--- src/rtl/prgm_sequencer.sv ---
// Host-side sequencer for the computer programming port: one command at a time,
// fixed SETUP/STROBE/HOLD timing. Optional write read-back check: VERIFY_WRITE_EN.
module prgm_sequencer #(
  parameter int         SETUP_CYC = 2,
  parameter int         HOLD_CYC  = 1,
  parameter logic [3:0] ALU_SEL   = 4'b0011
) (
  input  logic       i_clk,
  input  logic       i_reset,
  input  logic       i_cmd_valid,
  output logic       o_cmd_ready,
  input  logic [1:0] i_cmd_kind,
  input  logic [3:0] i_cmd_sel,
  input  logic [7:0] i_cmd_data,
  input  logic [2:0] i_cmd_op,
  output logic       o_rsp_valid,
  input  logic       i_rsp_ready,
  output logic [7:0] o_rsp_data,
  input  logic       i_halt_req,
  input  logic [7:0] i_bus_out,
  output logic [3:0] o_sel,
  output logic [7:0] o_prgm_in,
  output logic [2:0] o_op_prgm,
  output logic       o_prgm,
  output logic       o_go,
  output logic       o_oe,
  output logic       o_en,
  output logic       o_we,
  output logic       o_hlt
`ifdef VERIFY_WRITE_EN
  ,
  output logic       o_wr_err
`endif
);

  typedef enum logic [2:0] {S_IDLE, S_SETUP, S_STROBE, S_HOLD, S_RESP} state_t;
  localparam logic [1:0] K_WR  = 2'd0;
  localparam logic [1:0] K_ALU = 2'd1;
  localparam logic [1:0] K_RD  = 2'd2;

  state_t     r_state, w_state_nxt;
  logic [3:0] r_cnt, w_cnt_nxt;
  logic [1:0] r_kind, w_kind_nxt;
  logic [3:0] r_sel, w_sel_nxt;
  logic [7:0] r_prgm_in, w_prgm_in_nxt;
  logic [2:0] r_op, w_op_nxt;
  logic       r_prgm, w_prgm_nxt, r_go, w_go_nxt, r_oe, w_oe_nxt;
  logic       r_en, w_en_nxt, r_we, w_we_nxt, r_hlt;
  logic       r_cmd_ready, w_cmd_ready_nxt, r_rsp_valid, w_rsp_valid_nxt;
  logic [7:0] r_rsp_data, w_rsp_data_nxt;
  logic       w_done;
`ifdef VERIFY_WRITE_EN
  logic [7:0] r_data, w_data_nxt;
  logic       r_vfy, w_vfy_nxt, r_wr_err, w_wr_err_nxt;
`endif

  always_ff @(posedge i_clk) begin
    if (!i_reset) begin
      r_state     <= S_IDLE;
      r_cnt       <= '0;
      r_kind      <= K_WR;
      r_sel       <= '0;
      r_prgm_in   <= '0;
      r_op        <= '0;
      r_prgm      <= 1'b0;
      r_go        <= 1'b0;
      r_oe        <= 1'b0;
      r_en        <= 1'b0;
      r_we        <= 1'b0;
      r_hlt       <= 1'b0;
      r_cmd_ready <= 1'b0;
      r_rsp_valid <= 1'b0;
      r_rsp_data  <= '0;
`ifdef VERIFY_WRITE_EN
      r_data      <= '0;
      r_vfy       <= 1'b0;
      r_wr_err    <= 1'b0;
`endif
    end else begin
      r_state     <= w_state_nxt;
      r_cnt       <= w_cnt_nxt;
      r_kind      <= w_kind_nxt;
      r_sel       <= w_sel_nxt;
      r_prgm_in   <= w_prgm_in_nxt;
      r_op        <= w_op_nxt;
      r_prgm      <= w_prgm_nxt;
      r_go        <= w_go_nxt;
      r_oe        <= w_oe_nxt;
      r_en        <= w_en_nxt;
      r_we        <= w_we_nxt;
      r_hlt       <= i_halt_req;
      r_cmd_ready <= w_cmd_ready_nxt;
      r_rsp_valid <= w_rsp_valid_nxt;
      r_rsp_data  <= w_rsp_data_nxt;
`ifdef VERIFY_WRITE_EN
      r_data      <= w_data_nxt;
      r_vfy       <= w_vfy_nxt;
      r_wr_err    <= w_wr_err_nxt;
`endif
    end
  end

  // Sample point: end of the last HOLD cycle, or of STROBE when there is no HOLD.
  assign w_done = (r_state == S_STROBE && HOLD_CYC == 0) ||
                  (r_state == S_HOLD && r_cnt == 4'd0);

  always_comb begin
    w_state_nxt     = r_state;
    w_cnt_nxt       = r_cnt;
    w_kind_nxt      = r_kind;
    w_sel_nxt       = r_sel;
    w_prgm_in_nxt   = r_prgm_in;
    w_op_nxt        = r_op;
    w_prgm_nxt      = r_prgm;
    w_go_nxt        = r_go;
    w_oe_nxt        = r_oe;
    w_en_nxt        = r_en;
    w_we_nxt        = r_we;
    w_cmd_ready_nxt = r_cmd_ready;
    w_rsp_valid_nxt = r_rsp_valid;
    w_rsp_data_nxt  = r_rsp_data;
`ifdef VERIFY_WRITE_EN
    w_data_nxt      = r_data;
    w_vfy_nxt       = r_vfy;
    w_wr_err_nxt    = r_wr_err;
`endif
    case (r_state)
      S_IDLE: begin
        w_cmd_ready_nxt = 1'b1;
        if (i_cmd_valid && r_cmd_ready) begin
          w_cmd_ready_nxt = 1'b0;
          w_state_nxt     = S_SETUP;
          w_cnt_nxt       = 4'(SETUP_CYC - 1);
`ifdef VERIFY_WRITE_EN
          w_data_nxt      = i_cmd_data;
          w_vfy_nxt       = 1'b0;
`endif
          case (i_cmd_kind)
            2'b00: begin
              w_kind_nxt    = K_WR;
              w_sel_nxt     = i_cmd_sel;
              w_prgm_in_nxt = i_cmd_data;
              w_prgm_nxt    = 1'b1;
              w_we_nxt      = 1'b1;
            end
            2'b01: begin
              w_kind_nxt = K_ALU;
              w_sel_nxt  = ALU_SEL;
              w_op_nxt   = i_cmd_op;
              w_oe_nxt   = 1'b1;
            end
            default: begin
              w_kind_nxt = K_RD;
              w_sel_nxt  = i_cmd_sel;
              w_prgm_nxt = 1'b0;
              w_en_nxt   = 1'b1;
            end
          endcase
        end
      end
      S_SETUP: begin
        if (r_cnt == 4'd0) begin
          w_state_nxt = S_STROBE;
          w_go_nxt    = 1'b1;
        end else begin
          w_cnt_nxt = r_cnt - 4'd1;
        end
      end
      S_STROBE: begin
        w_go_nxt = 1'b0;
        if (HOLD_CYC != 0) begin
          w_state_nxt = S_HOLD;
          w_cnt_nxt   = 4'(HOLD_CYC - 1);
        end
      end
      S_HOLD: begin
        if (r_cnt != 4'd0) w_cnt_nxt = r_cnt - 4'd1;
      end
      S_RESP: begin
        if (i_rsp_ready) begin
          w_rsp_valid_nxt = 1'b0;
          w_cmd_ready_nxt = 1'b1;
          w_state_nxt     = S_IDLE;
`ifdef VERIFY_WRITE_EN
          w_wr_err_nxt    = 1'b0;
`endif
        end
      end
      default: w_state_nxt = S_IDLE;
    endcase

    if (w_done) begin
      if (r_kind == K_WR) begin
        w_prgm_nxt = 1'b0;
        w_we_nxt   = 1'b0;
`ifdef VERIFY_WRITE_EN
        // Chain a read of the same SEL through the full timing sequence.
        w_kind_nxt  = K_RD;
        w_en_nxt    = 1'b1;
        w_vfy_nxt   = 1'b1;
        w_state_nxt = S_SETUP;
        w_cnt_nxt   = 4'(SETUP_CYC - 1);
`else
        w_state_nxt     = S_IDLE;
        w_cmd_ready_nxt = 1'b1;
`endif
      end else begin
        w_oe_nxt        = 1'b0;
        w_en_nxt        = 1'b0;
        w_rsp_valid_nxt = 1'b1;
        w_rsp_data_nxt  = i_bus_out;
        w_state_nxt     = S_RESP;
`ifdef VERIFY_WRITE_EN
        w_wr_err_nxt    = r_vfy && (i_bus_out != r_data);
`endif
      end
    end
  end

  assign o_cmd_ready = r_cmd_ready;
  assign o_rsp_valid = r_rsp_valid;
  assign o_rsp_data  = r_rsp_data;
  assign o_sel       = r_sel;
  assign o_prgm_in   = r_prgm_in;
  assign o_op_prgm   = r_op;
  assign o_prgm      = r_prgm;
  assign o_go        = r_go;
  assign o_oe        = r_oe;
  assign o_en        = r_en;
  assign o_we        = r_we;
  assign o_hlt       = r_hlt;
`ifdef VERIFY_WRITE_EN
  assign o_wr_err    = r_wr_err;
`endif

endmodule
--- config.mk ---
export PLATFORM = sky130hd
export DESIGN_NAME = prgm_sequencer
export DESIGN_NICKNAME = d
export VERILOG_FILES = /design/src/rtl/prgm_sequencer.sv
export SDC_FILE = /design/constraint.sdc
export NUM_CORES = 1
export LEC_CHECK = 0
export ABC_AREA = 1
export CORE_AREA = 4 4 64 66
export DETAILED_ROUTE_END_ITERATION = 7
export DIE_AREA = 0 0 68 70
export PLACE_DENSITY = 0.88
export RECOVER_POWER = 100
export SYNTH_ARGS = -nofsm -noshare
export SYNTH_HDL_FRONTEND = slang
export SYNTH_SLANG_ARGS = --single-unit
--- constraint.sdc ---
create_clock -name i_clk -period 2.49 [get_ports i_clk]
set_clock_uncertainty 0.1 [all_clocks]
set_input_delay 0.498 -clock i_clk [delete_from_list [all_inputs] [get_ports i_clk]]
set_output_delay 0.498 -clock i_clk [all_outputs]
set_load 0.01 [all_outputs]
## After elaboration in Yosys (flattened, before gate mapping)

Cells that the tools add are included.

- Register bits: 40
- Bits in latches: 0
- Bits in writable memories: 0
- Memory bits (read-only): 0
- Input port bits: 30
- Output and inout bits: 31
- Logic and storage cells: 90
- Memories: 0

- $add $sub $neg: 1
- Multiply operators: 0
- Div/mod/pow operators: 0
- Magnitude comparators: 0
- Equality and inequality tests: 13
- Shift-type cells: 0
- Muxes and demuxes: 43
- Bitwise logic cells: 1
- Reduce and logical (&&, ||, !) cells: 17

Operators with widths:

| cell | count |
|---|---|
| 1-bit 2-to-1 mux | 28 |
| 4-bit 2-to-1 mux | 4 |
| 4-bit case mux with 4 select lines | 1 |
| 3-bit 2-to-1 mux | 5 |
| 3-bit case mux with 5 select lines | 1 |
| 3-bit != test, second input constant | 3 |
| 2-bit != test, second input constant | 4 |
| 4-bit AND reduction | 2 |
| 4-bit nonzero test | 2 |
| 3-bit by 2-bit equality test with 1-bit output, second input constant | 2 |
| 1-bit case mux with 2 select lines | 3 |
| 2-bit AND reduction | 3 |
| 3-bit AND reduction | 2 |
| 2-bit zero test | 2 |
| 4-bit zero test | 1 |
| 2-bit case mux with 2 select lines | 1 |
| 4-bit by 1-bit subtractor with 4-bit output, second input constant | 1 |
| 3-bit by 1-bit equality test with 1-bit output, second input constant | 1 |
| 3-bit equality test, second input constant | 1 |
| 3-bit zero test | 1 |
| 2-bit by 1-bit equality test with 1-bit output, second input constant | 1 |
| 1-bit logical AND | 2 |
| 2-bit by 1-bit != test with 1-bit output, second input constant | 1 |
| 2-bit nonzero test | 1 |
| other kinds (2) | 2 |

## Depth between registers and ports, before layout

Gate-level depths: netlist of run 1.

- Word-level depth: 7
- Gate-level depth with buffers: 9
- Mapped depth without buffers: 8

## Worst setup path before layout of run 1

OpenSTA, ideal clock, no wires.

- Kind: reg-to-reg
- From: register r_cnt[0]
- To: register r_cmd_ready, in the netlist o_cmd_ready
- Setup time: 128 ps
- Arrival time: 1120 ps
- Data required time: 2262 ps
- Setup slack: 1142 ps
- Cell stages (with the launch flop): 10
- Buffers on the path: 1
- Period minus slack after synthesis: 1348 ps
- Cell sequence: dfxtp_1 inv_1 ha_1 nand2_1 inv_1 buf_4 nand2_1 nor2_1 nor2_1 nor2_1

- Longest elaborated chain between the ends: 3

Ends and longest elaborated chain:

| what | RTL line | source |
|---|---|---|
| start, declared | 42 | `logic [3:0] r_cnt, w_cnt_nxt;` |
| start signal, assigned | 81 | `r_cnt <= w_cnt_nxt;` |
| 4-bit zero test | 105 | `(r_state == S_HOLD && r_cnt == 4'd0);` |
| 1-bit logical AND | 105 |  |
| 1-bit 2-to-1 mux | 192 | `if (w_done) begin` |
| end signal, assigned | 92 | `r_cmd_ready <= w_cmd_ready_nxt;` |
| end, declared | 49 | `logic r_cmd_ready, w_cmd_ready_nxt, r_rsp_valid, w_rsp_valid_nxt;` |

Every way passes these cells.
A chain may end at the register's enable or synchronous reset.

## Worst setup path in the final report of run 1

- From: input i_cmd_valid
- To: register r_prgm_in[4], in the netlist o_prgm_in[4]

- Longest elaborated chain between the ends: 2

Ends and longest elaborated chain:

| what | RTL line | source |
|---|---|---|
| start, declared | 10 | `input logic i_cmd_valid,` |
| 1-bit logical AND | 130 | `if (i_cmd_valid && r_cmd_ready) begin` |
| 3-bit AND reduction (no source line) | n/a |  |
| end signal, assigned | 84 | `r_prgm_in <= w_prgm_in_nxt;` |
| end, declared | 45 | `logic [7:0] r_prgm_in, w_prgm_in_nxt;` |

Every way passes these cells.

==> results of run 1 <==
[power by group]
part           switching [mW]  internal, mW  leakage, nW
registers              0.0677         0.735        0.325
clock network           0.205         0.103       0.0271
logic                   0.410         0.272        0.631
total                   0.683          1.11        0.983
[final cells by class]
| cell class | count | area, um2 | share of cell area, % |
|---|---|---|---|
| flip-flops and latches | 40 | 801 | 35.0 |
| multi-input cells | 150 | 684 | 29.9 |
| repair buffers | 63 | 619 | 27.1 |
| inverters | 18 | 72.6 | 3.17 |
| well taps | 48 | 60.1 | 2.63 |
| clock buffers | 5 | 37.5 | 1.64 |
| clock inverters | 2 | 12.5 | 0.547 |
[routing by layer]
metal | wire length, um | global-route usage (%) | share of wire (%)
met5 | 0 | 0 | 0
met4 | 48 | 4.64 | 1.3
met3 | 284 | 7.72 | 7.4
met2 | 1840 | 28.4 | 48
met1 | 1650 | 21.8 | 43
[state kept, by name, indices dropped and copies added, names as in the netlist]
signal / count
o_prgm: 1
r_kind: 2
o_oe: 1
o_rsp_valid: 1
o_en: 1
o_prgm_in: 8
o_go: 1
o_we: 1
o_cmd_ready: 1
r_state: 3
o_hlt: 1
r_cnt: 4
o_rsp_data: 8
o_op_prgm: 3
o_sel: 4
[cells by family (layout without fill, tap and decap cells)]
group	Yosys count	count (layout)	share of synthesized area, %
buf+inv	25	88	6.76
flops	40	40	49.2
fa+ha+maj	2	2	1.54
simple gates	110	110	30.4
compound gates	38	38	12.1
[worst max-delay path by stage]
stage	slack, ns	end	cells past startpoint	from
6_report	0.41	o_prgm_in[4]	6	i_cmd_valid
5_1_grt	0.26	o_prgm_in[6]	6	i_cmd_valid
2_1_floorplan	1.14	o_cmd_ready	9	r_cnt[0]
4_1_cts	0.56	o_cmd_ready	1	o_cmd_ready
3_5_place_dp	0.60	r_cnt[0]	6	i_cmd_valid
3_3_place_gp	0.64	o_prgm_in[7]	6	i_cmd_valid
[synthesized netlist by cell type (3+ instances only)]
library cell	n
buf_4	3
nand2_1	40
nand3_1	10
nor2_1	39
nand2_2	3
clkbuf_1	4
inv_1	16
dfxtp_1	40
o21ai_0	13
a21oi_1	22
nand4_1	10
[through the flow]
step | utilization [%] | worst slack [ns]
final | 63.9 | 0.413
after global routing | 63.9 | 0.264
after CTS | 64.9 | 0.559
after detailed placement | 63.5 | 0.599
after global placement | 63.5 | 0.640
after floorplan | - | 1.14
[critical path, stage by stage]
cell and delay (ns):
dlygate4sd3_1 0.55, nand2_1 0.09, nor2_1 0.43, nand2_1 0.34, o21ai_0 0.25, nor2_1 0.06
==> flow_summary.yaml, run 1 <==
status:
  outcome: "complete, no violations"
clock_tree:
  insertion_delay_ns: 0.35
  cts_hold_buffers: 0
  clockRootBuffer: "clkbuf_4"
  cts_resized: 0
  cts_setup_buffers: 0
  clockBufferDepth: 2
  h-tree-depth: 2
  clkSinkCount: 40
  clk_pin_slew_worst_paths_ns: 0.11
  cts_tree: "yes"
  numCtsBuffers: 5
worst_setup_path:
  path_class: "in -> reg"
  reg2reg_slack_ns: 0.58
  path_max_fanout: 9
  critPathRequiredTime_ns: 2.63
  r2r-start: "r_state[0]"
  cp-end-kind: "flip-flop"
  r2r-end: "o_prgm_in[4]"
  r2r_cells: 6
  crit_arrival_ns: 2.21
  start_kind: "input port"
cells_and_area:
  final_cell_mix: "nand2_1 (43), nor2_1 (40), dfxtp_1 (40)"
  final_common_cell: "nand2_1"
  final_nets: 310
  antenna_cells: 0
  drive_above_1_share_pct: 5.40
  nFillCells: 349
  area_delta_synth_final_pct: 40.5
  finalInstanceArea_mm2: 0.00229
  finalNonFillerCells: 326
global_routing:
  track_usage_pct: 17.9
  grt_pass1_wl_um: 6610
  antenna_found_initial: 0
  first_global_vias: 1533
  global_route.overflow_total: 0
  grt_max_degree: 17
placement:
  dpl_cell_area_mm2: 0.00227
  gp_congestion: 0.820
  dp_hpwl_um: 2860
  portBuffers: 60
  dp.cells: 319
synthesis:
  syn_nets: 247
  synth-edff-count: 0
  synthFlopType: "dfxtp_1"
  yosys_warnings: 0
  ys_seq_area_share_pct: 49.2
  synthTopCellsByArea: "dfxtp_1 (49%), nand2_1 (9.2%), nor2_1 (9.0%)"
  synth_cell_type_count: 23
  yosysTopAreaCell: "dfxtp_1"
  ys_ff_latch: 40
  synth_cells: 215
  netlist.area_leader.share_pct: 49.2
  synth.avg_cell_area_um2: 7.57
  syn_area_mm2: 0.00163
  async_flop_share_pct: 0
floorplanning:
  row_count: 22
  dieHeight_um: 70
  start_util_pct: 45.5
  die-width_um: 68
  die-area_mm2: 0.00476
  core_mm2: 0.00358
  ios: 61
sta:
  clock.fmax_mhz: 481
  post-route-period-util_pct: 83.4
  slew-limit-headroom_pct: 59.7
  hold_viol: 0
  period_needed_ns: 2.08
  tightest_slew_ns: 0.605
  drv_slew: 0
  rsz0062_at_grt: "no"
  setup_viol: 0
  timing.hold.ws_ns: 0.365
  setup-tns-final_ns: 0
min_path:
  min_path_type: "reg -> reg"
  worstHoldPathCells: 2
  hp-start: "o_rsp_data[3]"
  worst_hold_path.endpoint: "o_rsp_data[3]"
power:
  powerDensity_mw_per_mm2: 784
  power_mw: 1.79
  power_leakage_nw: 0.983
  ir_drop_mv: 0.437
job:
  cap_violations: 0
detailed_routing:
  drt_pass1_iterations: 4
  vias_per_cell: 4.87
  drc_errors: 0
  wl_um: 3830
  vias: 1587
  ant_nets: 0
  drtIter0Drc: 95
  wire_per_inst_um: 11.7
(Power assumes the default switching activity.)
==> run 2: changes to the inputs <==
- CORE_AREA: 4 4 64 66 -> 4 4 70 72
- DIE_AREA: 0 0 68 70 -> 0 0 74 76
- PLACE_DENSITY: 0.88 -> 0.78
- clock period: 2.49 -> 1.81 ns (I/O delays scaled with it)
==> flow_summary.yaml, run 2 (synthesis results as in run 1) <==
clock_tree:
  cts_setup_buffers: 0
  insertion_delay_ns: 0.29
  clkSinkCount: 40
  clk_pin_slew_worst_paths_ns: 0.07
  cts_hold_buffers: 0
  clockBufferDepth: 2
  numCtsBuffers: 5
  cts_tree: "yes"
  cts_resized: 0
  h-tree-depth: 2
  clockRootBuffer: "clkbuf_8"
sta:
  drv_slew: 0
  rsz0062_at_grt: "no"
  slew-limit-headroom_pct: 59.3
  period_needed_ns: 1.72
  setup_viol: 0
  tightest_slew_ns: 0.611
  setup-tns-final_ns: 0
  hold_viol: 0
  clock.fmax_mhz: 583
  post-route-period-util_pct: 94.8
global_routing:
  grt_pass1_wl_um: 6610
  grt_max_degree: 17
  antenna_found_initial: 0
  track_usage_pct: 14.8
  global_route.overflow_total: 0
  first_global_vias: 1501
worst_setup_path:
  critPathTopFamily: "buffers and inverters"
  path_class: "reg -> out"
  reg2reg_slack_ns: 0.29
  cp.buffers_inverters: 1
  start_kind: "flip-flop"
  cp-end-kind: "primary output"
  r2r_cells: 7
  max_stage_delay_ns: 0.62
  r2r-end: "o_en"
  critPathRequiredTime_ns: 1.35
  path_max_fanout: 2
  r2r-start: "r_cnt[0]"
  cp_cell_sequence: "dlygate4sd3_1"
  crit_slowest_cell: "dlygate4sd3_1"
  crit_arrival_ns: 1.25
placement:
  gp_congestion: 0.768
  dp_hpwl_um: 3020
  portBuffers: 60
floorplanning:
  dieHeight_um: 76
  die-width_um: 74
  core_mm2: 0.00429
  row_count: 24
  start_util_pct: 37.9
  ios: 61
  die-area_mm2: 0.00562
power:
  powerDensity_mw_per_mm2: 1210
  p_int_mw: 1.93
  p_sw_mw: 1.01
  ir_drop_mv: 0.617
  swShare_pct: 34.2
  power_frac_clock_pct: 26.7
  pwr-share-comb_pct: 35.7
  power_mw: 2.94
  pwr-share-seq_pct: 37.6
  power_leakage_nw: 1.04
detailed_routing:
  drc_errors: 0
  wl_um: 3940
  wl_met3_um: 286
  ant_nets: 0
  vias: 1577
  vias_per_cell: 4.72
  wl_met1_um: 1700
  drt_pass1_iterations: 4
  dr.max_layer_used: "met4"
  wl_met2_um: 1910
  drtIter0Drc: 120
  wire_per_inst_um: 11.8
cells_and_area:
  nFillCells: 401
  drive_above_1_share_pct: 7.09
  final_nets: 313
  area_delta_synth_final_pct: 48.9
  final_common_cell: "nand2_1"
  antenna_cells: 0
  final_cell_mix: "nand2_1 (42), dfxtp_1 (40), nor2_1 (39)"
status:
  outcome: "complete, no violations"
min_path:
  min_path_type: "reg -> reg"
  worstHoldPathCells: 2
  hp-start: "o_rsp_data[4]"
  worst_hold_path.endpoint: "o_rsp_data[4]"
job:
  cap_violations: 0
[run 2: worst max path at each step]
stage / start / endpoint / slack, ns / cells after the start
after CTS: o_cmd_ready / o_cmd_ready / 0.10 / 1
after global placement: i_cmd_valid / o_op_prgm[0] / 0.10 / 6
after detailed placement: i_cmd_valid / o_op_prgm[0] / 0.09 / 6
final: o_en / o_en / 0.09 / 1
after global routing: o_en / o_en / 0.04 / 1
after floorplan: r_cnt[0] / o_cmd_ready / 0.46 / 9
[run 2: cell type report]
class	instances	area (um2)	share of cell area [%]
Sequential cell	40	801	33.0
Multi-Input combinational cell	150	708	29.2
Timing Repair Buffer	66	651	26.8
Clock buffer	7	96.3	3.98
Inverter	18	72.6	2.99
Tap cell	52	65.1	2.68
Clock inverter	1	30.0	1.24
[run 2: stage by stage]
step                area [um2]  utilization, %  hold WS [ns]  std cells  setup WS, ns
finish                    2420            56.4         0.357        334        0.0938
global route              2420            56.4         0.374        334        0.0427
CTS                       2440            56.8         0.361        334         0.103
detailed placement        2310            53.9         0.349        326        0.0858
global placement          2310            53.9         0.341        326         0.102
floorplan                 1630               -         0.336        215         0.462
[run 2: power by group through the flow]
stage / Clock [mW] / Sequential [mW] / Combinational (mW)
floorplan: 0 / 1.15 / 0.671
global placement: 0 / 1.13 / 1.07
detailed placement: 0 / 1.13 / 1.10
CTS: 0.802 / 1.11 / 1.10
global route: 0.839 / 1.12 / 1.18
finish: 0.785 / 1.10 / 1.05
[run 2: metal layers]
metal	up-vias	track usage [%]
met1	694	18.4
li1	834	-
met5	-	0
met2	43	23.4
met4	0	4.71
met3	6	5.67
[run 2: tightest hold or removal path: stages (launching register included)]
cell	delay (ns)
dfxtp_1	0.31
nand2_1	0.06
a21oi_1	0.05
==> run 3: changes to the inputs <==
- CELL_PAD_IN_SITES_DETAIL_PLACEMENT: not set -> 0
- CELL_PAD_IN_SITES_GLOBAL_PLACEMENT: not set -> 1
- CORE_AREA: 4 4 70 72 -> 4 4 82 84
- CTS_BUF_LIST: not set -> sky130_fd_sc_hd__clkbuf_4
- DIE_AREA: 0 0 74 76 -> 0 0 86 88
- PLACE_DENSITY: 0.78 -> 0.79
- SKIP_CTS_REPAIR_TIMING: not set -> 1
==> flow_summary.yaml, run 3 (synthesis results as in run 1) <==
clock_tree:
  clk_pin_slew_worst_paths_ns: 0.12
  cts_tree: "yes"
  clockRootBuffer: "clkbuf_4"
  numCtsBuffers: 5
  h-tree-depth: 2
  insertion_delay_ns: 0.34
  clkSinkCount: 40
  clockBufferDepth: 2
placement:
  dp.cells: 348
  portBuffers: 60
  dp_hpwl_um: 3260
  gp_congestion: 0.764
worst_setup_path:
  crit_arrival_ns: 1.27
  crit_end: "o_prgm"
  critPathTopFamily: "buffers and inverters"
  crit_cells: 1
  crit_slowest_cell: "clkdlybuf4s50_1"
  critPathRequiredTime_ns: 1.35
  r2r_cells: 7
  cp.buffers_inverters: 1
  cp-startpoint: "o_prgm"
  cp_cell_sequence: "clkdlybuf4s50_1"
  r2r-end: "o_en"
  reg2reg_slack_ns: 0.28
  start_kind: "flip-flop"
  r2r-start: "r_cnt[0]"
  max_stage_delay_ns: 0.55
  path_max_fanout: 2
  path_class: "reg -> out"
  cp-end-kind: "primary output"
cells_and_area:
  final_nets: 312
  finalNonFillerCells: 356
  nFillCells: 622
  multi_input_area_um2: 716
  final_common_cell: "clkdlybuf4s50_1"
  fin_util_pct: 40.3
  drive_above_1_share_pct: 7.47
  regArea_um2: 802
  antenna_cells: 0
  final_cell_mix: "clkdlybuf4s50_1 (58), nand2_1 (41), nor2_1 (39), dfxtp_1 (39), a21oi_1 (23)"
  area_delta_synth_final_pct: 46.4
detailed_routing:
  drtIter0Drc: 39
  wire_per_inst_um: 12.1
  vias_per_cell: 4.33
  vias: 1542
  ant_nets: 0
  drc_errors: 0
  drt_pass1_iterations: 4
  wl_um: 4290
sta:
  timing.hold.ws_ns: 0.369
  period_needed_ns: 1.73
  setup-tns-final_ns: 0
  tightest_slew_ns: 0.626
  drv_slew: 0
  setup_viol: 0
  post-route-period-util_pct: 95.7
  clock.fmax_mhz: 577
  rsz0062_at_grt: "no"
  hold_viol: 0
  slew-limit-headroom_pct: 58.3
global_routing:
  track_usage_pct: 11.7
  first_global_vias: 1458
  grt_pass1_wl_um: 6930
  global_route.overflow_total: 0
  grt_max_degree: 17
  antenna_found_initial: 0
floorplanning:
  die-area_mm2: 0.00757
  ios: 61
  core_mm2: 0.00592
  row_count: 28
  dieHeight_um: 88
  start_util_pct: 27.5
  die-width_um: 86
power:
  powerDensity_mw_per_mm2: 1100
  power_leakage_nw: 0.913
  power_mw: 2.62
  ir_drop_mv: 0.403
min_path:
  worstHoldPathCells: 2
  min_path_type: "reg -> reg"
job:
  cap_violations: 0
status:
  outcome: "complete, no violations"
## run 3: cell count changes in the layout (fill, tap and decap cells not counted), sizes merged
cell,before,now
clkinv,1,2
buf,4,3
clkinvlp,0,1
dlygate4sd3,31,2
bufinv,1,0
clkbuf,9,8
clkdlybuf4s50,29,58
## run 3: power breakdown
group	internal, mW	switching [mW]
combinational	0.443	0.611
sequential	1.01	0.102
clock	0.163	0.292
total	1.62	1.00
## run 3: final cells by class
type	instances	share of cell area [%]
Inverter	18	3.04
Tap cell	75	3.94
Timing Repair Buffer	65	27.0
Clock inverter	2	0.472
Sequential cell	40	33.6
Multi-Input combinational cell	150	30.0
Clock buffer	6	1.89
## run 3: how the worst min path moves through the flow
stage                          endpoint  slack (ns)           from
after floorplan               r_kind[0]        0.34      r_kind[0]
after global placement        r_kind[1]        0.34      r_kind[1]
after detailed placement      r_kind[1]        0.35      r_kind[1]
after CTS                     r_kind[1]        0.37      r_kind[1]
after global routing      o_rsp_data[2]        0.39  o_rsp_data[2]
final                     o_rsp_data[3]        0.37  o_rsp_data[3]
## run 3: layer usage
metal	vias to the layer above	track usage, %	part of all wire, %	wire [um]
met2	30	18.2	48	2040
met1	678	15.0	47	2000
met4	0	4.32	0.58	25
li1	832	-	-	-
met5	-	0	0	0
met3	2	3.86	5.2	221
## run 3: stage by stage
stage | instance area, um2 | setup WS (ns)
6_report | 2380 | 0.0774
5_1_grt | 2380 | 0.000850
4_1_cts | 2390 | 0.00122
3_5_place_dp | 2330 | 0.0344
3_3_place_gp | 2330 | 0.0698
2_1_floorplan | 1630 | 0.462
## run 3: worst register-to-register path, stage by stage (launching register included)
cell and delay, ns:
dfxtp_1 0.34, inv_1 0.10, ha_1 0.18, nand2_1 0.10, inv_1 0.14, nand3_2 0.24, nand2_1 0.18, nor2_1 0.07
